$ cat src/rtl/fetch_unit.sv
// Instruction fetch stage: PC sequencing with redirect/stall handling, a single
// IF/ID pipeline register, a sticky misalignment flag and a halt-word detector.
module fetch_unit #(
  parameter logic [31:0] RESET_PC  = 32'h0000_0000,
  parameter logic [31:0] ADDR_MASK = 32'h0000_0FFF
) (
  input  logic        clk,
  input  logic        rst_n,
  output logic [31:0] pc,
  input  logic [31:0] instruction,
  input  logic        stall,
  input  logic        branch_taken,
  input  logic [31:0] branch_target,
  input  logic        jump,
  input  logic [31:0] jump_target,
  output logic [31:0] if_id_instruction,
  output logic [31:0] if_id_pc,
  output logic        if_id_valid,
  output logic        misaligned,
  output logic        halted,
  output logic [31:0] fetch_count
);

  // state | meaning
  // BOOT  | one idle cycle after reset release, pc parked at RESET_PC
  // RUN   | fetching; redirects, stalls and sequential advance
  // HALT  | halt word latched; everything frozen until reset
  typedef enum logic [1:0] {BOOT, RUN, HALT} state_t;

  localparam logic [31:0] HALT_WORD = 32'hFFFF_FFFF;

  state_t      state_q, state_d;
  logic [31:0] pc_q, pc_d;
  logic [31:0] ins_q, ins_d;
  logic [31:0] ipc_q, ipc_d;
  logic        valid_q, valid_d;
  logic        mis_q, mis_d;
  logic [31:0] cnt_q, cnt_d;

  logic        redirect;
  logic [31:0] target;

  assign redirect = jump | branch_taken;
  assign target   = jump ? jump_target : branch_target;

  always_ff @(posedge clk or negedge rst_n) begin
    if (!rst_n) begin
      state_q <= BOOT;
      pc_q    <= RESET_PC;
      ins_q   <= '0;
      ipc_q   <= '0;
      valid_q <= 1'b0;
      mis_q   <= 1'b0;
      cnt_q   <= '0;
    end else begin
      state_q <= state_d;
      pc_q    <= pc_d;
      ins_q   <= ins_d;
      ipc_q   <= ipc_d;
      valid_q <= valid_d;
      mis_q   <= mis_d;
      cnt_q   <= cnt_d;
    end
  end

  always_comb begin
    state_d = state_q;
    pc_d    = pc_q;
    ins_d   = ins_q;
    ipc_d   = ipc_q;
    valid_d = valid_q;
    mis_d   = mis_q;
    cnt_d   = cnt_q;
    case (state_q)
      BOOT: begin
        state_d = RUN;
        valid_d = 1'b0;
      end
      RUN: begin
        if (redirect) begin
          pc_d    = target & ADDR_MASK & ~32'h3;
          valid_d = 1'b0;
          if (target[1:0] != 2'b00) mis_d = 1'b1;
        end else if (!stall) begin
          ins_d   = instruction;
          ipc_d   = pc_q;
          valid_d = 1'b1;
          cnt_d   = cnt_q + 32'd1;
          // The halt word's own address stays on pc while halted.
          if (instruction == HALT_WORD) state_d = HALT;
          else                          pc_d    = (pc_q + 32'd4) & ADDR_MASK;
        end
      end
      HALT: begin
        valid_d = 1'b0;
      end
      default: begin
        state_d = BOOT;
      end
    endcase
  end

  assign pc                = pc_q;
  assign if_id_instruction = ins_q;
  assign if_id_pc          = ipc_q;
  assign if_id_valid       = valid_q;
  assign misaligned        = mis_q;
  assign halted            = (state_q == HALT);
  assign fetch_count       = cnt_q;

endmodule

$ cat config.mk
export PLATFORM = sky130hd
export DESIGN_NAME = fetch_unit
export DESIGN_NICKNAME = d
export VERILOG_FILES = /design/src/rtl/fetch_unit.sv
export SDC_FILE = /design/constraint.sdc
export NUM_CORES = 1
export LEC_CHECK = 0
export BUFFER_PORTS_ARGS = -buffer_cell sky130_fd_sc_hd__buf_2
export CAP_MARGIN = 20
export CORE_MARGIN = 8
export CORE_UTILIZATION = 45
export DETAILED_ROUTE_END_ITERATION = 10
export GPL_ROUTABILITY_DRIVEN = 0
export MAX_ROUTING_LAYER = met4
export PLACE_DENSITY = 0.8
export SYNTH_ARGS = -nofsm -noshare
export SYNTH_HDL_FRONTEND = slang
export SYNTH_SLANG_ARGS = --single-unit
$ cat constraint.sdc
create_clock -name clk -period 2.4 [get_ports clk]
set_input_delay 0.12 -clock clk [delete_from_list [all_inputs] [get_ports clk]]
set_output_delay 0.12 -clock clk [all_outputs]
set_load 0.02 [all_outputs]
==> results by stage, run 1 <==
Run status:
- The flow ran to the end, and the final reports show no timing, DRC or antenna violations.

Placement:
- In this run the tool buffered the top-level ports with approximately 150 buffer cells.
- The placed wire-length estimate after detailed placement is 8.35 mm.
- At the placement stage, the worst setup path has a slack of 0.307 ns.

Drt:
- The routed design has approximately 11 mm of wire.
- The wire length per cell after detailed routing is between 15 and 20 µm.
- The via density per instance is 4.93.
- The overall via count from detail_route is about 3,400.
- After detailed routing, the number of remaining DRC violations is 0.
- The first routing iteration left roughly 140 violations.
- The detail route stage leaves a number of antenna-violating nets equal to 0.
- The first TritonRoute pass finished after 4 iterations.

Synthesis:
- Yosys attributes the largest share of cell area to dfrtp_1 (51%), mux2_2 (11%), buf_4 (7.6%).
- The main combinational cell family by area after synthesis is multiplexers.
- The post-synthesis compound-gate area fraction is 5.90%.
- Among all cell types in the netlist, the one instantiated most often is dfrtp_1.
- Of the total synthesized cell area, the portion taken by AND, OR, NAND and NOR gates is 12.1%.
- Dividing the synthesized area by the synthesized cell count gives ~12 µm².
- The number of enable-type register cells in the synthesized netlist is 0.
- The count of different cell masters after synthesis is between 40 and 50.
- The xor/xnor share of the synthesized area is between 6 and 7%.
- The share of the Yosys chip area taken by registers is 50.6%.
- The flip-flop cell with the highest count after synthesis is dfrtp_1.
- In the synthesized netlist, mux cells make up between 10% and 20% of the area.
- Ranked by instance count, the synthesized netlist is headed by dfrtp_1 (88), buf_4 (44), mux2_2 (44).
- The number of cells produced by synthesis is ~370.
- Of the total synthesized cell area, the portion taken by full adders, half adders and majority gates is less than 1%.
- The number of storage elements in the synthesis netlist is 88.
- During synthesis, Yosys emitted a total of 0 warnings.
- The fraction of registers with async set/reset is 100%.
- The cell area that synthesis handed to floorplanning was between 4000 and 5000 µm².
- dfrtp_1 takes more of the synthesized area than any other cell.
- The fraction of synthesized cell area taken by the top area cell type is just over 50%.

Global route:
- The total grt overflow is 0.
- The initial antenna violation count is 0.
- The largest net degree at the start of global routing is 48.
- The first global-routing pass estimated approximately 18 mm of wire.
- For this run, the total global-route usage over all layers was measured as approximately 18%.
- The number of global-route vias before repair is 3,613.

Layout:
- Relative to the synthesized area, the layout overhead comes to 25.9%.
- The net count of the finished layout is roughly 650.
- The share of final-layout standard cells stronger than drive strength 1 is 41.0%.
- 0 antenna diodes ended up in the layout.

Pwr:
- Summed over all cells, the static leakage comes to between 2 and 3 nW.
- VDD sags by at most ~0.41 mV.
- After layout, the design draws a total of between 3 and 4 mW.
- In this run the power density over the cells is 707 nW/µm².

Setup path:
- The kind of start point of the critical path is a primary input.
- The capturing element type of the critical path is a flop.
- The data arrival time of the critical path is about 2.5 ns.
- The cell count of the worst reg-to-reg path is 5.
- In this run the worst path has a maximum fanout of 10.
- The critical path start-end classification is in -> reg.
- For the worst setup path, the data required time is 2.64 ns.

STA:
- Derived from the worst setup path, the maximum achievable clock frequency is 0.439 GHz.
- The final critical path time including I/O delays and setup is ~2.3 ns.
- The final number of hold-violating endpoints is 0.
- The setup violation total in the final timing report is 0.
- Of the available clock period, the critical path in the final layout requires a little over nine tenths.
- The worst slew slack as a fraction of its limit is 63.4%.
- Across the routed clock network, the largest skew measured is 0.0146 ns.
- The final setup slack of the worst path is around 0.12 ns.
- The final-report max-slew violation count is 0.
- Setup repair after global routing left no endpoint under its margin.
- At the pin with the least slew margin, the transition time is 0.549 ns.
- The sum of negative setup slack is 0 ns.

Floorplanning:
- The core region is 9590 µm².
- Measured along the x axis, the die boundary spans around 110 µm.
- The number of placement rows is 36.
- The boundary pin count is ~230.
- The effective utilization at floorplan is between 40% and 50%.
- The floorplan die area is approximately 13,000 µm².
- The die is between 100 and 150 µm tall.

Job:
- The tool flagged a number of max-cap violations equal to 0.

Clock tree:
- Post-CTS timing repair inserted 0 buffers for setup.
- The clock passes through at most 2 buffers.
- The clock-pin transition on the worst setup and hold timing paths is 0.08 ns.
- Once the clock tree was built, the resizer swapped 0 gates to a different size.
- The clock tree synthesis step divided the H-tree into 3 levels.
- The number of buffers added by the clock tree synthesis step is 9.
- The clock latency on the worst-skew pair is approximately 0.36 ns.
- The CTS root buffer is clkbuf_8.
- TritonCTS built the clock tree.
- The TritonCTS sink count is 88.

Hold path:
- The path category of the worst min-delay check is in -> reg.
- Counting instances, the worst hold path has a depth of 2.
metal layers:
layer	part of all wire, %	GRT usage [%]	routed length [µm]
met2	51	29.5	5710
met3	6.8	4.43	769
met4	1.3	6.57	151
met1	41	19.9	4650
met5	0	-	0
registers in the layout, indices dropped and copies added, names as in the netlist:
register,flops
fetch_count,32
if_id_instruction,32
if_id_pc,10
if_id_valid,1
misaligned,1
pc,10
state_q,2
cell usage in the layout (no fill, tap or decap), types with 2 or more instances in the layout:
cell | netlist | layout
mux2i_1 | 3 | 3
mux2_2 | 44 | 44
o21a_1 | 2 | 2
nand2_1 | 22 | 22
nand3_1 | 12 | 12
nor2_1 | 16 | 15
xor2_1 | 12 | 12
nand4_1 | 14 | 14
a31oi_1 | 2 | 2
ha_1 | 2 | 2
mux2_4 | 5 | 5
clkbuf_1 | 4 | 2
buf_4 | 44 | 6
xnor2_1 | 22 | 22
clkbuf_8 | 2 | 10
inv_1 | 6 | 6
and3_1 | 10 | 10
nor3b_1 | 2 | 2
dlygate4sd3_1 | 0 | 22
o31ai_1 | 6 | 6
nor3_1 | 4 | 4
and4_1 | 5 | 5
o21ai_0 | 14 | 14
dfrtp_1 | 88 | 88
conb_1 | 1 | 44
a21oi_1 | 5 | 5
buf_2 | 6 | 146
critical path, cell delays in order:
cell	delay [ns]
dlygate4sd3_1	0.57
buf_2	0.13
nand4_1	0.08
or4_4	0.56
nor4_4	0.29
a211o_1	0.42
mux2_4	0.34
stage by stage:
step / hold WS, ns / cells / cell area (µm²) / util (%)
2_1_floorplan: -0.176 / 416 / 4510 / -
3_3_place_gp: 0.131 / 645 / 5070 / 52.8
3_5_place_dp: 0.139 / 645 / 5070 / 52.8
4_1_cts: 0.0000586 / 682 / 5480 / 57.1
5_1_grt: 0.00837 / 682 / 5480 / 57.1
6_report: 0.0175 / 682 / 5480 / 57.1
area by class of cell:
class	instances	area [µm²]
fill	813	4120
sequential	88	2200
multi-input combinational	265	1880
timing repair buffer	175	1020
tap	133	166
clock buffer	12	145
clock inverter	3	42.5
inverter	6	22.5
power breakdown:
part           internal, mW  switching [mW]  leakage (nW)
Combinational         0.403           0.617          1.58
Clock                 0.504           0.506        0.0925
Sequential             1.68           0.155          1.10
worst paths after layout:
kind	start	slack, ns	endpoint
min in group asynchronous	rst_n	0.30	if_id_instruction[7]$_DFFE_PN0P_
max in group asynchronous	rst_n	1.42	fetch_count[9]$_DFFE_PN0P_
hold reg to reg	misaligned$_DFFE_PN0P_	0.46	misaligned$_DFFE_PN0P_
setup / recovery	instruction[2]	0.12	pc[4]$_DFFE_PN0P_
hold / removal	instruction[7]	0.02	if_id_instruction[7]$_DFFE_PN0P_
setup reg to reg	state_q[1]$_DFFE_PN0P_	0.33	fetch_count[31]$_DFFE_PN0P_
cell families (layout without fill, tap and decap cells):
family	count (synthesis)	after routing
xor gates and xnor gates	34	34
buffers and inverters	63	196
muxes	52	52
DFF	88	88
AOI/OAI and AO/OA	39	39
and+or+nand+nor	94	94
adders and majority gates	2	2
other	1	44
what timing repair did:
| item | CTS | global route |
|---|---|---|
| hold buffers | 22 | 0 |
| endpoints found under the setup margin | 0 | 0 |
| hold endpoints to repair | 62 | 0 |
Power figures use the tool's default switching activity.
==> run 2, diff against run 1 <==
--- a/config.mk
+++ b/config.mk
@@ -9,6 +9,7 @@
 export CAP_MARGIN = 20
 export CORE_MARGIN = 8
 export CORE_UTILIZATION = 45
+export CTS_BUF_LIST = sky130_fd_sc_hd__clkbuf_8 sky130_fd_sc_hd__clkbuf_16
 export DETAILED_ROUTE_END_ITERATION = 10
 export GPL_ROUTABILITY_DRIVEN = 0
 export MAX_ROUTING_LAYER = met4
==> run 2 against run 1 <==
Compared with the run above:
- total power down 0.21%
- fmax about the same
- non-clock buffer count is the same
- register-to-register slack barely moved
- routed wire length about the same
- global-route usage did not move
- critical path depth unchanged
- first-iteration DRC count is the same
- via count is the same
- setup slack is essentially flat
- clock power hardly changed
- largest cell class unchanged
==> results by stage, run 2 (synthesis gave the netlist of run 1 again) <==
Global route:
- The number of global-route vias before repair is 3,613 (unchanged).
- The met3 global-route usage was 4.43% (unchanged).
- The global routing's busiest layer is met2.
- The total grt overflow is 0 (unchanged).
- The overall track demand over capacity in global routing is 17.6% (unchanged).
- The largest net degree at the start of global routing is 48 (unchanged).
- The global-route track usage on met1 is 19.9% (unchanged).
- The global-route wire length before repair is 17.7 mm (unchanged).
- The met2 capacity usage during global routing was 29.5% (unchanged).
- The initial antenna violation count is 0 (unchanged).

Layout:
- The leading cell type in the layout, fill and taps excluded is buf_2.
- The sequential cell area came to 2200 µm² (unchanged).
- The number of inserted filler cells in the final layout is 813 (unchanged).
- The final design area excluding fillers is 5480 µm² (unchanged).
- The count of antenna diodes in the layout is 0 (unchanged).
- The area used by multi-input combinational logic is 1880 µm² (unchanged).
- The share of final-layout standard cells stronger than drive strength 1 is 41.0% (unchanged).
- The layout overhead on the synthesized area is 25.9% (unchanged).
- The final layout net count was 648 (unchanged).
- Leaving out fill and tap cells, the most frequent cells in the layout are buf_2 (146), dfrtp_1 (88), mux2_2 (44), conb_1 (44).

Clock tree:
- The post-CTS setup repair buffer count is 0 (unchanged).
- The number of H-tree levels is 3 (unchanged).
- The maximum root-to-sink buffer count is 2 (unchanged).
- The CTS root buffer is clkbuf_8.
- TritonCTS built the clock tree.
- The number of buffers added by the clock tree synthesis step is 9 (unchanged).
- The hold buffer count at CTS is 22 (unchanged).
- The clock latency on the worst-skew pair is 0.36 ns (about the same).
- The TritonCTS sink count was 88 (unchanged).
- The clock-pin transition on the worst setup and hold timing paths is 0.08 ns (about the same).
- The count of cells resized by post-cts repair is 0 (unchanged).

STA:
- The final number of hold-violating endpoints is 0 (unchanged).
- The sum of negative setup slack is 0 ns (unchanged).
- The setup violation total in the final timing report came to 0 (unchanged).
- The final setup slack of the worst path is 0.123 ns (-0.000141 ns).
- The slew at the pin closest to its max-slew limit is 0.549 ns (+0.000113 ns).
- The final critical path time including I/O delays and setup came to 2.28 ns (+0.000141 ns).
- The worst clock skew on the final layout came to 0.0146 ns (unchanged).
- The final critical-path share of the clock period is 94.9% (about the same).
- Setup repair after global routing left no endpoint under its margin.
- The worst slew slack as a fraction of its limit is 63.4% (about the same).
- The final-report max-slew violation count came to 0 (unchanged).
- The achievable frequency is 0.439 GHz (about the same).

Drt:
- The overall via count from detail_route is 3,365 (unchanged).
- The wire length per cell after detailed routing came to 16.5 µm (about the same).
- The wire length after detailed routing is 11.3 mm (about the same).
- The starting DRC count in detailed routing is 137 (unchanged).
- The detailed-router iteration count before antenna repair came to 4 (unchanged).
- The via density per instance is 4.93 (unchanged).
- The number of nets still failing antenna checks after routing is 0 (unchanged).
- The remaining routing DRC violations is 0 (unchanged).

Setup path:
- The data arrival time of the critical path was 2.52 ns (about the same).
- The worst setup path is of the in -> reg kind.
- Traced cell by cell, the critical path runs through dlygate4sd3_1 > buf_2 > nand4_1 > or4_4 > nor4_4 > a211o_1 > mux2_4.
- The startpoint of the lowest-slack register-to-register path is state_q[1]$_DFFE_PN0P_.
- The combined buffer and inverter count along the critical path is 2 (unchanged).
- The cell type group with the largest total delay on the critical path is simple AND/OR/NAND/NOR gates.
- The required time of the worst setup path was 2.64 ns (about the same).
- The worst reg-to-reg setup slack is 0.33 ns (about the same).
- The cell count of the worst reg-to-reg path is 5 (unchanged).
- The stage delay of the slowest cell on the critical path came to 0.57 ns (about the same).
- STA classifies the critical path startpoint as a primary input.
- The slowest stage of the critical path belongs to the cell dlygate4sd3_1.
- The worst register-to-register path ends at fetch_count[31]$_DFFE_PN0P_.
- The capturing element type of the critical path is a flop.
- The critical-path maximum fanout is 10 (unchanged).

Floorplanning:
- The placeable core region came to 9590 µm² (unchanged).
- The floorplan die area is 13,100 µm² (unchanged).
- The effective utilization at floorplan is 45.3% (unchanged).
- The boundary pin count was 232 (unchanged).
- The die outline height is 114 µm (unchanged).
- The die width was 114 µm (unchanged).
- The number of placement rows is 36 (unchanged).

Placement:
- The placed cell area is 5070 µm² (unchanged).
- The pre-CTS setup slack is 0.307 ns (unchanged).
- The placed wire-length estimate after detailed placement came to 8.35 mm (unchanged).
- The count of input and output buffers is 147 (unchanged).

Hold path:
- The worst hold path belongs to the class in -> reg.
- The number of instances on the worst hold path is 2 (unchanged).
- The hold-critical path endpoint is if_id_instruction[7]$_DFFE_PN0P_.
- The worst hold path begins at instruction[7].

Job:
- The max-capacitance violation count came to 0 (unchanged).

Pwr:
- The total power per unit cell area is 705 nW/µm² (-0.21%).
- The leakage power total was 2.78 nW (+0.30%).
- The maximum vdd drop is 0.413 mV (about the same).

Run status:
- The flow ran to the end, and the final reports show no timing, DRC or antenna violations.
## run 2: worst max path at each step
stage	to	cells past startpoint	startpoint	slack [ns]
2_1_floorplan	pc[2]$_DFFE_PN0P_	6	instruction[4]	0.55
3_3_place_gp	pc[4]$_DFFE_PN0P_	6	instruction[4]	0.32
3_5_place_dp	fetch_count[31]$_DFFE_PN0P_	5	state_q[1]$_DFFE_PN0P_	0.31
4_1_cts	pc[4]$_DFFE_PN0P_	7	instruction[31]	0.18
5_1_grt	pc[4]$_DFFE_PN0P_	7	instruction[2]	0.07
6_report	pc[4]$_DFFE_PN0P_	7	instruction[2]	0.12
## run 2: area by class of cell
type | instances | area share [%]
clock inverters | 5 | 0.914
flip-flops and latches | 88 | 40.2
repair buffers | 175 | 18.6
well taps | 133 | 3.04
clock buffers | 10 | 2.51
multi-input cells | 265 | 34.3
inverters | 6 | 0.411
## run 2: where the power goes
group / internal (mW) / total (mW) / switching [mW]
clock: 0.495 / 1.00 / 0.507
sequential: 1.68 / 1.84 / 0.155
combinational: 0.403 / 1.02 / 0.617
total: 2.58 / 3.86 / 1.28
## run 2: routing by layer
metal | share of wire (%) | vias to the layer above
li1 | - | 1569
met2 | 51 | 131
met3 | 6.8 | 13
met1 | 41 | 1652
met4 | 1.3 | 0
met5 | 0 | -
## run 2: through the flow
stage	cells	util (%)	hold WS (ns)	total power, mW
global route	682	57.1	0.00824	4.05
floorplan	416	-	-0.176	2.52
CTS	682	57.1	0.0000586	3.90
finish	682	57.1	0.0175	3.86
detailed placement	645	52.8	0.139	2.86
global placement	645	52.8	0.131	2.82
